===== src/rtl/ar_rx_label_fifo.sv =====
// Receive-side label-filtered FWFT word FIFO for an ARINC serial receiver.
// Accepted {label, data} words are queued; overflow losses are flagged and counted.
module ar_rx_label_fifo #(
  parameter int DEPTH_LOG2 = 4,
  parameter bit LBL_RST    = 1'b1
) (
  input  logic                  clk,
  input  logic                  rst,
  input  logic                  ce_wr,
  input  logic [7:0]            sr_adr,
  input  logic [22:0]           sr_dat,
  input  logic                  lbl_we,
  input  logic [7:0]            lbl_adr,
  input  logic                  lbl_en,
  input  logic                  rd,
  input  logic                  clr_ovf,
  output logic [7:0]            dout_adr,
  output logic [22:0]           dout_dat,
  output logic                  empty,
  output logic                  full,
  output logic [DEPTH_LOG2:0]   level,
  output logic                  ovf,
  output logic [7:0]            drop_cnt
);

  localparam int DEPTH = 1 << DEPTH_LOG2;
  localparam logic [DEPTH_LOG2:0] FULL_LVL = (DEPTH_LOG2+1)'(DEPTH);

  logic [255:0]            lbl_tab;
  logic [30:0]             mem [DEPTH];
  logic [DEPTH_LOG2-1:0]   wr_ptr, rd_ptr, rd_ptr_nxt;
  logic [DEPTH_LOG2:0]     level_nxt;
  logic                    accept, push, pop, drop;
  logic [30:0]             wr_word, head_nxt;

  always_comb begin
    wr_word    = {sr_adr, sr_dat};
    accept     = ce_wr & lbl_tab[sr_adr];
    pop        = rd & ~empty;
    // A full FIFO still takes a word when the host pops in the same cycle.
    push       = accept & (~full | rd);
    drop       = accept & full & ~rd;
    rd_ptr_nxt = pop ? rd_ptr + 1'b1 : rd_ptr;
    level_nxt  = level + (DEPTH_LOG2+1)'(push) - (DEPTH_LOG2+1)'(pop);
    // The new head bypasses memory when it is the word being written this cycle.
    head_nxt   = (push && (wr_ptr == rd_ptr_nxt)) ? wr_word : mem[rd_ptr_nxt];
  end

  // NOTE: storage array has no reset; only pointers and flags define validity.
  always_ff @(posedge clk) begin
    if (push) mem[wr_ptr] <= wr_word;
  end

  // NOTE: all sequential state uses non-blocking assignments so every register
  // sees pre-edge values of the others.
  always_ff @(posedge clk) begin
    if (rst) begin
      lbl_tab  <= {256{LBL_RST}};
      wr_ptr   <= '0;
      rd_ptr   <= '0;
      level    <= '0;
      empty    <= 1'b1;
      full     <= 1'b0;
      ovf      <= 1'b0;
      drop_cnt <= '0;
      dout_adr <= '0;
      dout_dat <= '0;
    end else begin
      if (lbl_we) lbl_tab[lbl_adr] <= lbl_en;
      if (push)   wr_ptr <= wr_ptr + 1'b1;
      rd_ptr <= rd_ptr_nxt;
      level  <= level_nxt;
      empty  <= (level_nxt == '0);
      full   <= (level_nxt == FULL_LVL);
      if (level_nxt != '0) {dout_adr, dout_dat} <= head_nxt;
      // A drop in the same cycle as a clear restarts the count at one.
      if (drop) begin
        ovf <= 1'b1;
        if (clr_ovf)                drop_cnt <= 8'd1;
        else if (drop_cnt != 8'hFF) drop_cnt <= drop_cnt + 1'b1;
      end else if (clr_ovf) begin
        ovf      <= 1'b0;
        drop_cnt <= '0;
      end
    end
  end

endmodule


===== config.mk =====
export PLATFORM = sky130hd
export DESIGN_NAME = ar_rx_label_fifo
export DESIGN_NICKNAME = d
export VERILOG_FILES = /design/src/rtl/ar_rx_label_fifo.sv
export SDC_FILE = /design/constraint.sdc
export NUM_CORES = 1
export LEC_CHECK = 0
export CAP_MARGIN = 20
export CORE_MARGIN = 2
export CORE_UTILIZATION = 62
export DETAILED_ROUTE_END_ITERATION = 16
export GPL_TIMING_DRIVEN = 1
export PLACE_DENSITY = 0.8
export REMOVE_ABC_BUFFERS = 1
export SLEW_MARGIN = 20
export SYNTH_ARGS = -nofsm -noshare
export SYNTH_HDL_FRONTEND = slang
export SYNTH_SLANG_ARGS = --single-unit
export TNS_END_PERCENT = 50

===== constraint.sdc =====
create_clock -name clk -period 7.9 [get_ports clk]
set_input_delay 1.58 -clock clk [delete_from_list [all_inputs] [get_ports clk]]
set_output_delay 1.58 -clock clk [all_outputs]
set_load 0.005 [all_outputs]

* Word-level counts from Yosys, hierarchy flattened
Memory sizes are Yosys's and may differ from the RTL's. A register that Yosys moved wholly into a read port is not among the register bits.
Cells that the tools add are included.
** Word-level totals
- Bits in writable memories :: 496
- Memories :: 1
- Register bits after elaboration :: 280
- Input bits :: 46
- Logic and storage cells :: 48
** Cells by class
- Mux-type cells :: 14
- $add $sub $neg :: 5
- Order comparisons :: 3
- Equality and inequality tests :: 2
- Reduce and logical (&&, ||, !) cells :: 6
- Bitwise gates (word level) :: 9
** Memory list
- mem :: words 16, bits a word 31, read ports 1, clocked after memory_dff 1, write ports 1, RTL line 30 : logic [30:0] mem [DEPTH];
** Operators with widths (number)
- 256-bit bitwise mux :: 1
- 8-bit 2-to-1 mux :: 4
- 8-bit by 9-bit less-than comparator with 1-bit output (second input constant) :: 2
- 4-bit by 1-bit adder with 4-bit output (second input constant) :: 2
- 8-bit by 1-bit adder with 8-bit output (second input constant) :: 1
- 1-bit binary-select mux with 8-bit select :: 1
- 1-bit demux with 8-bit select :: 1
- 8-bit by 1-bit >= comparator with 1-bit output (second input constant) :: 1
- 8-bit != test (second input constant) :: 1
- 1-bit 2-to-1 mux :: 6
- 5-bit by 1-bit adder with 5-bit output :: 1
- 1-bit AND :: 5
- 5-bit == test (second input constant) :: 1
- 5-bit logical NOT :: 1
- 5-bit nonzero test :: 1
- 5-bit by 1-bit subtractor with 5-bit output :: 1
- 4-bit 2-to-1 mux :: 1
- 2-bit nonzero test :: 2
- 1-bit inverter :: 3
- 2-bit AND reduction :: 1
- 1-bit logical AND :: 1
- 1-bit bitwise OR :: 1

* Logic depth before layout (Yosys ltp)
- Depth in word-level cells :: 7
- Mapped depth :: 25
- Gate-level depth less buffers :: 20

* Worst setup path after synthesis
No wires, ideal clock.
- Kind :: input-to-reg
- From :: in sr_adr[0]
- To :: mem mem[11][0], enable pin
- Data arrival time :: 6636 ps
- Slack :: 755 ps
- Setup time :: 508 ps
- Cell stages on the path :: 10
- Path through :: buf_6 buf_12 mux4_2 nand2_1 a2111oi_2 nor3_1 a22oi_2 nand3_2 clkbuf_1 nor4b_1
** Between the ends
- Longest elaborated chain between the ends :: 6
** RTL lines
- from (decl) :: RTL line 10 : input logic [7:0] sr_adr,
- 1-bit binary-select mux with 8-bit select :: RTL line 38 : accept = ce_wr & lbl_tab[sr_adr];
- 1-bit 2-to-1 mux (not written as such) :: RTL line 38
- 1-bit AND :: RTL line 38
- 1-bit AND :: RTL line 41 : push = accept & (~full | rd);
- 1-bit 2-to-1 mux :: RTL line 51 : if (push) mem[wr_ptr] <= wr_word;
- 1-bit 2-to-1 mux (not written as such) :: RTL line 51
- to (decl) :: RTL line 30
Every way passes these cells. The select of a mux whose other input is x is not followed.

* Worst setup path in the final report
- From :: in sr_adr[3]
- To :: reg dout_dat[5] (read register of mem)
** Between the ends
- Longest elaborated chain between the ends :: 7
** RTL lines
- 1-bit binary-select mux with 8-bit select :: RTL line 38
- 1-bit 2-to-1 mux (not written as such) :: RTL line 38
- 1-bit AND :: RTL line 38
- 1-bit AND :: RTL line 41
- 5-bit by 1-bit adder with 5-bit output :: RTL line 44 : level_nxt = level + (DEPTH_LOG2+1)'(push) - (DEPTH_LOG2+1)'(pop);
- 5-bit by 1-bit subtractor with 5-bit output :: RTL line 44
- 5-bit nonzero test :: RTL line 75 : if (level_nxt != '0) {dout_adr, dout_dat} <= head_nxt;
- to (decl) :: RTL line 18 : output logic [22:0] dout_dat,
Every way passes these cells. The select of a mux whose other input is x is not followed.
A chain may end at the register's enable or synchronous reset.

==> reports/results.txt <==
Via count - 21800
Placed instance area - 35600 um2
Crit path capture - dout_dat[5]$_SDFFE_PP0P_
Worst-path maximum fanout - 63
Synth cell count leaders - nand2_1, edfxtp_1, mux2i_1
Final WS setup - 1360 ps
Worst-case vdd ir drop - 0.000222 V
Total CTS buffers - 81
Die Area - 57100 um2
Status - complete, no violations
Synth top area cells - edfxtp_1, dfxtp_1, mux2i_1
Cells after Synth - 2587
Post-CTS setup buffers - 0
Rows - 86
Initial antenna violation count - 1
Final setup viols - 0
Crit path top cell by count - inv_1
WL final - 79600 um
Iteration-0 DRC Markers - 2395
Slew margin rel. - 25.7%
WP depth - 22
CTS resizes - 0
Endpoint of the worst-slack reg-to-reg timing path - dout_dat[5]$_SDFFE_PP0P_
Flop pwr share - 44.4%
Drt wl/cell - 23.6 um
Fin crit share - 82.8%
Post-layout instance area - 38300 um2
Max-cap violation count - 0
Vias/cell - 6.47
Chip height - 239 um
Clock share of power - 36.0%
Synth async-reset ratio - 0%
DP Wirelength - 43800 um
Initial core utilization - 62.4%
Post-synth EDFFs - 496
Total congestion overflow - 0
Worst-margin pin slew - 1110 ps
Switching share of power - 25.8%
Primary FF master, synth - edfxtp_1
Post-synth top area share - 43.5%
Largest delay share family, worst path - buffers and inverters
Slowest CP cell - clkdlybuf4s50_1
Yosys cell types - 67
RR Startpoint - lbl_tab[29]$_SDFFE_PP1P_
Worst hold margin - 478 ps
Share of cells above drive strength 1 - 12.8%
Vias in the first global route - 21700
Pins over their slew limit - 0
R2R depth - 21
CP cell instances - clkdlybuf4s50_1 -> buf_4 -> nand2_1 -> nor3_1 -> nor3_1 -> a22oi_2 -> nand3_2 -> nor2_1 -> buf_4 -> inv_1 -> ha_1 -> inv_1 -> ha_1 -> inv_1 -> fa_1 -> xnor2_1 -> or4b_2 -> inv_1 -> nand2_2 -> buf_4 -> nor2_1 -> a211oi_1
CP Data Required Time - 8350 ps
TritonCTS clock tree - built
First-pass GRT wire length - 123000 um
Combinational share of power - 19.7%
XOR/XNOR share of the synthesized area - 0.325%
Detail Route Antenna Nets - 0
CTS max path bufs - 3
Setup crit start kind - primary input
Area Overhead vs Synth - 11.7%
CTS Sinks - 807
Largest stage delay on the critical path - 950 ps
RD Place Congestion - 0.885
Most common cell in the synthesized netlist - nand2_1
RSZ-0062 raised after global routing - false
DP Worst Slack - 829 ps
Pwr Density - 276 nW/um2
Largest family of logic cells by synthesized area - multiplexers
Remaining DRCs - 0
Data arrival, critical path - 6990 ps
P_sw - 2.72 mW
Mapped Area - 34200 um2
DRT Pass-1 Iters - 7
Count of buffer and inverter cells on the critical path - 8
Nets - 2663
CP startpoint - sr_adr[3]
Final hold viol count - 0
Synth area leader - edfxtp_1
HP Class - flop to flop
Worst-path clk slew - 60 ps
F_max - 153 MHz
Compound-Gate Fraction of Synth Area - 7.72%
# hold bufs at CTS - 0
Post-synthesis simple-gate area fraction - 9.03%
Global-route usage over all layers - 28.2%
End-of-flow core utilization - 69.7%
Largest net degree at the start of global routing - 165
Worst-skew pair later-pin latency - 630 ps
Die width - 239 um
H-tree levels - 3
Register area share after synthesis - 61.7%
Crit path time final - 6540 ps
Mean Syn Cell Area - 13.2 um2
Cell chosen for the clock root - clkbuf_16
# port buffers - 92
Internal power - 7.83 mW
Critical path class - primary input to flop
Mux cell area share after synthesis - 17.8%
Adder-Cell Fraction of Synth Area - 0.460%
CORE AREA - 54900 um2
CP Capture Type - flop
Yosys reg bits - 807
Worst reg2reg setup slack - 3010 ps
Worst clock skew - 32.3 ps
Top-Level Pins - 93
Leakage power figure - 15.1 nW
Ys Warns - 0
Fill count - 3618
Power, Total - 10.5 mW
[worst min-delay path by stage]
stage	start	end	cells after the start
3_3_place_gp	lbl_tab[6]$_SDFFE_PP1P_	lbl_tab[6]$_SDFFE_PP1P_	2
2_1_floorplan	lbl_tab[172]$_SDFFE_PP1P_	lbl_tab[172]$_SDFFE_PP1P_	2
4_1_cts	lbl_tab[192]$_SDFFE_PP1P_	lbl_tab[192]$_SDFFE_PP1P_	2
3_5_place_dp	lbl_tab[192]$_SDFFE_PP1P_	lbl_tab[192]$_SDFFE_PP1P_	2
6_report	lbl_tab[192]$_SDFFE_PP1P_	lbl_tab[192]$_SDFFE_PP1P_	2
5_1_grt	lbl_tab[192]$_SDFFE_PP1P_	lbl_tab[192]$_SDFFE_PP1P_	2
[area by class of cell]
type                       count  area [um2]  share of cell area (%)
sequential                   807       21100                    55.2
multi-input combinational   1554       12200                    32.0
clock buffer                 118        2360                    6.16
timing repair buffer         142        1300                    3.39
tap                          704         881                    2.30
clock inverter                29         289                   0.756
inverter                      19        83.8                   0.219
antenna                        1        2.50                 0.00654
[registers in the layout, indices dropped and copies added, names as in the netlist]
register  count
ovf           1
empty         1
dout_dat     23
drop_cnt      8
rd_ptr        4
mem         496
wr_ptr        4
lbl_tab     256
full          1
level         5
dout_adr      8
[worst min-delay path: cells and delay by family, from the launching register on]
family	cells	cell delay, ps
flip-flops	1	320
AO/OA/AOI/OAI	1	80
AND/OR/NAND/NOR	1	50
[metrics by stage]
stage	instances	TNS [ps]
5_1_grt	3374	0
4_1_cts	3372	0
3_5_place_dp	3225	0
6_report	3374	0
3_3_place_gp	3225	0
2_1_floorplan	2380	-199380
[power by group through the flow]
stage	Clock (mW)	Combinational, mW	Sequential [mW]
after floorplan	0	2.06	4.75
after global placement	0	1.99	4.76
after detailed placement	0	2.06	4.77
after CTS	3.83	2.08	4.68
after global routing	3.99	2.22	4.69
final	3.79	2.08	4.68
[kinds of logic (layout without fill, tap and decap cells)]
logic type | count (synthesis) | after routing
AO/OA/AOI/OAI | 353 | 353
XOR/XNOR | 11 | 11
adder cells (fa/ha/maj) | 12 | 12
buffers and inverters | 226 | 308
flip-flops | 807 | 807
multiplexers | 454 | 454
other | 0 | 1
AND/OR/NAND/NOR | 724 | 724
[per-layer routing]
layer | global-route usage [%] | vias to the layer above | routed length (um)
met2 | 47.0 | 977 | 39400
met1 | 37.4 | 10800 | 31400
met5 | 0 | - | 0
li1 | - | 9832 | -
met3 | 4.03 | 222 | 6140
met4 | 11.6 | 0 | 2690
[layout by cell type (no fill, tap or decap), types with 14 or more instances in the layout]
| cell type | n |
|---|---|
| mux2i_1 | 325 |
| nand2_1 | 515 |
| clkbuf_8 | 17 |
| edfxtp_1 | 496 |
| nor2_1 | 59 |
| clkdlybuf4s50_1 | 87 |
| and3_1 | 22 |
| dfxtp_1 | 311 |
| o21ai_0 | 17 |
| inv_1 | 17 |
| buf_4 | 49 |
| mux4_2 | 122 |
| nor2b_1 | 18 |
| a211oi_1 | 32 |
| clkbuf_16 | 82 |
| o211ai_1 | 242 |
| clkbuf_1 | 19 |
| nand3_1 | 31 |
| nor3_1 | 16 |
| clkinv_2 | 14 |
(Power assumes the default switching activity.)
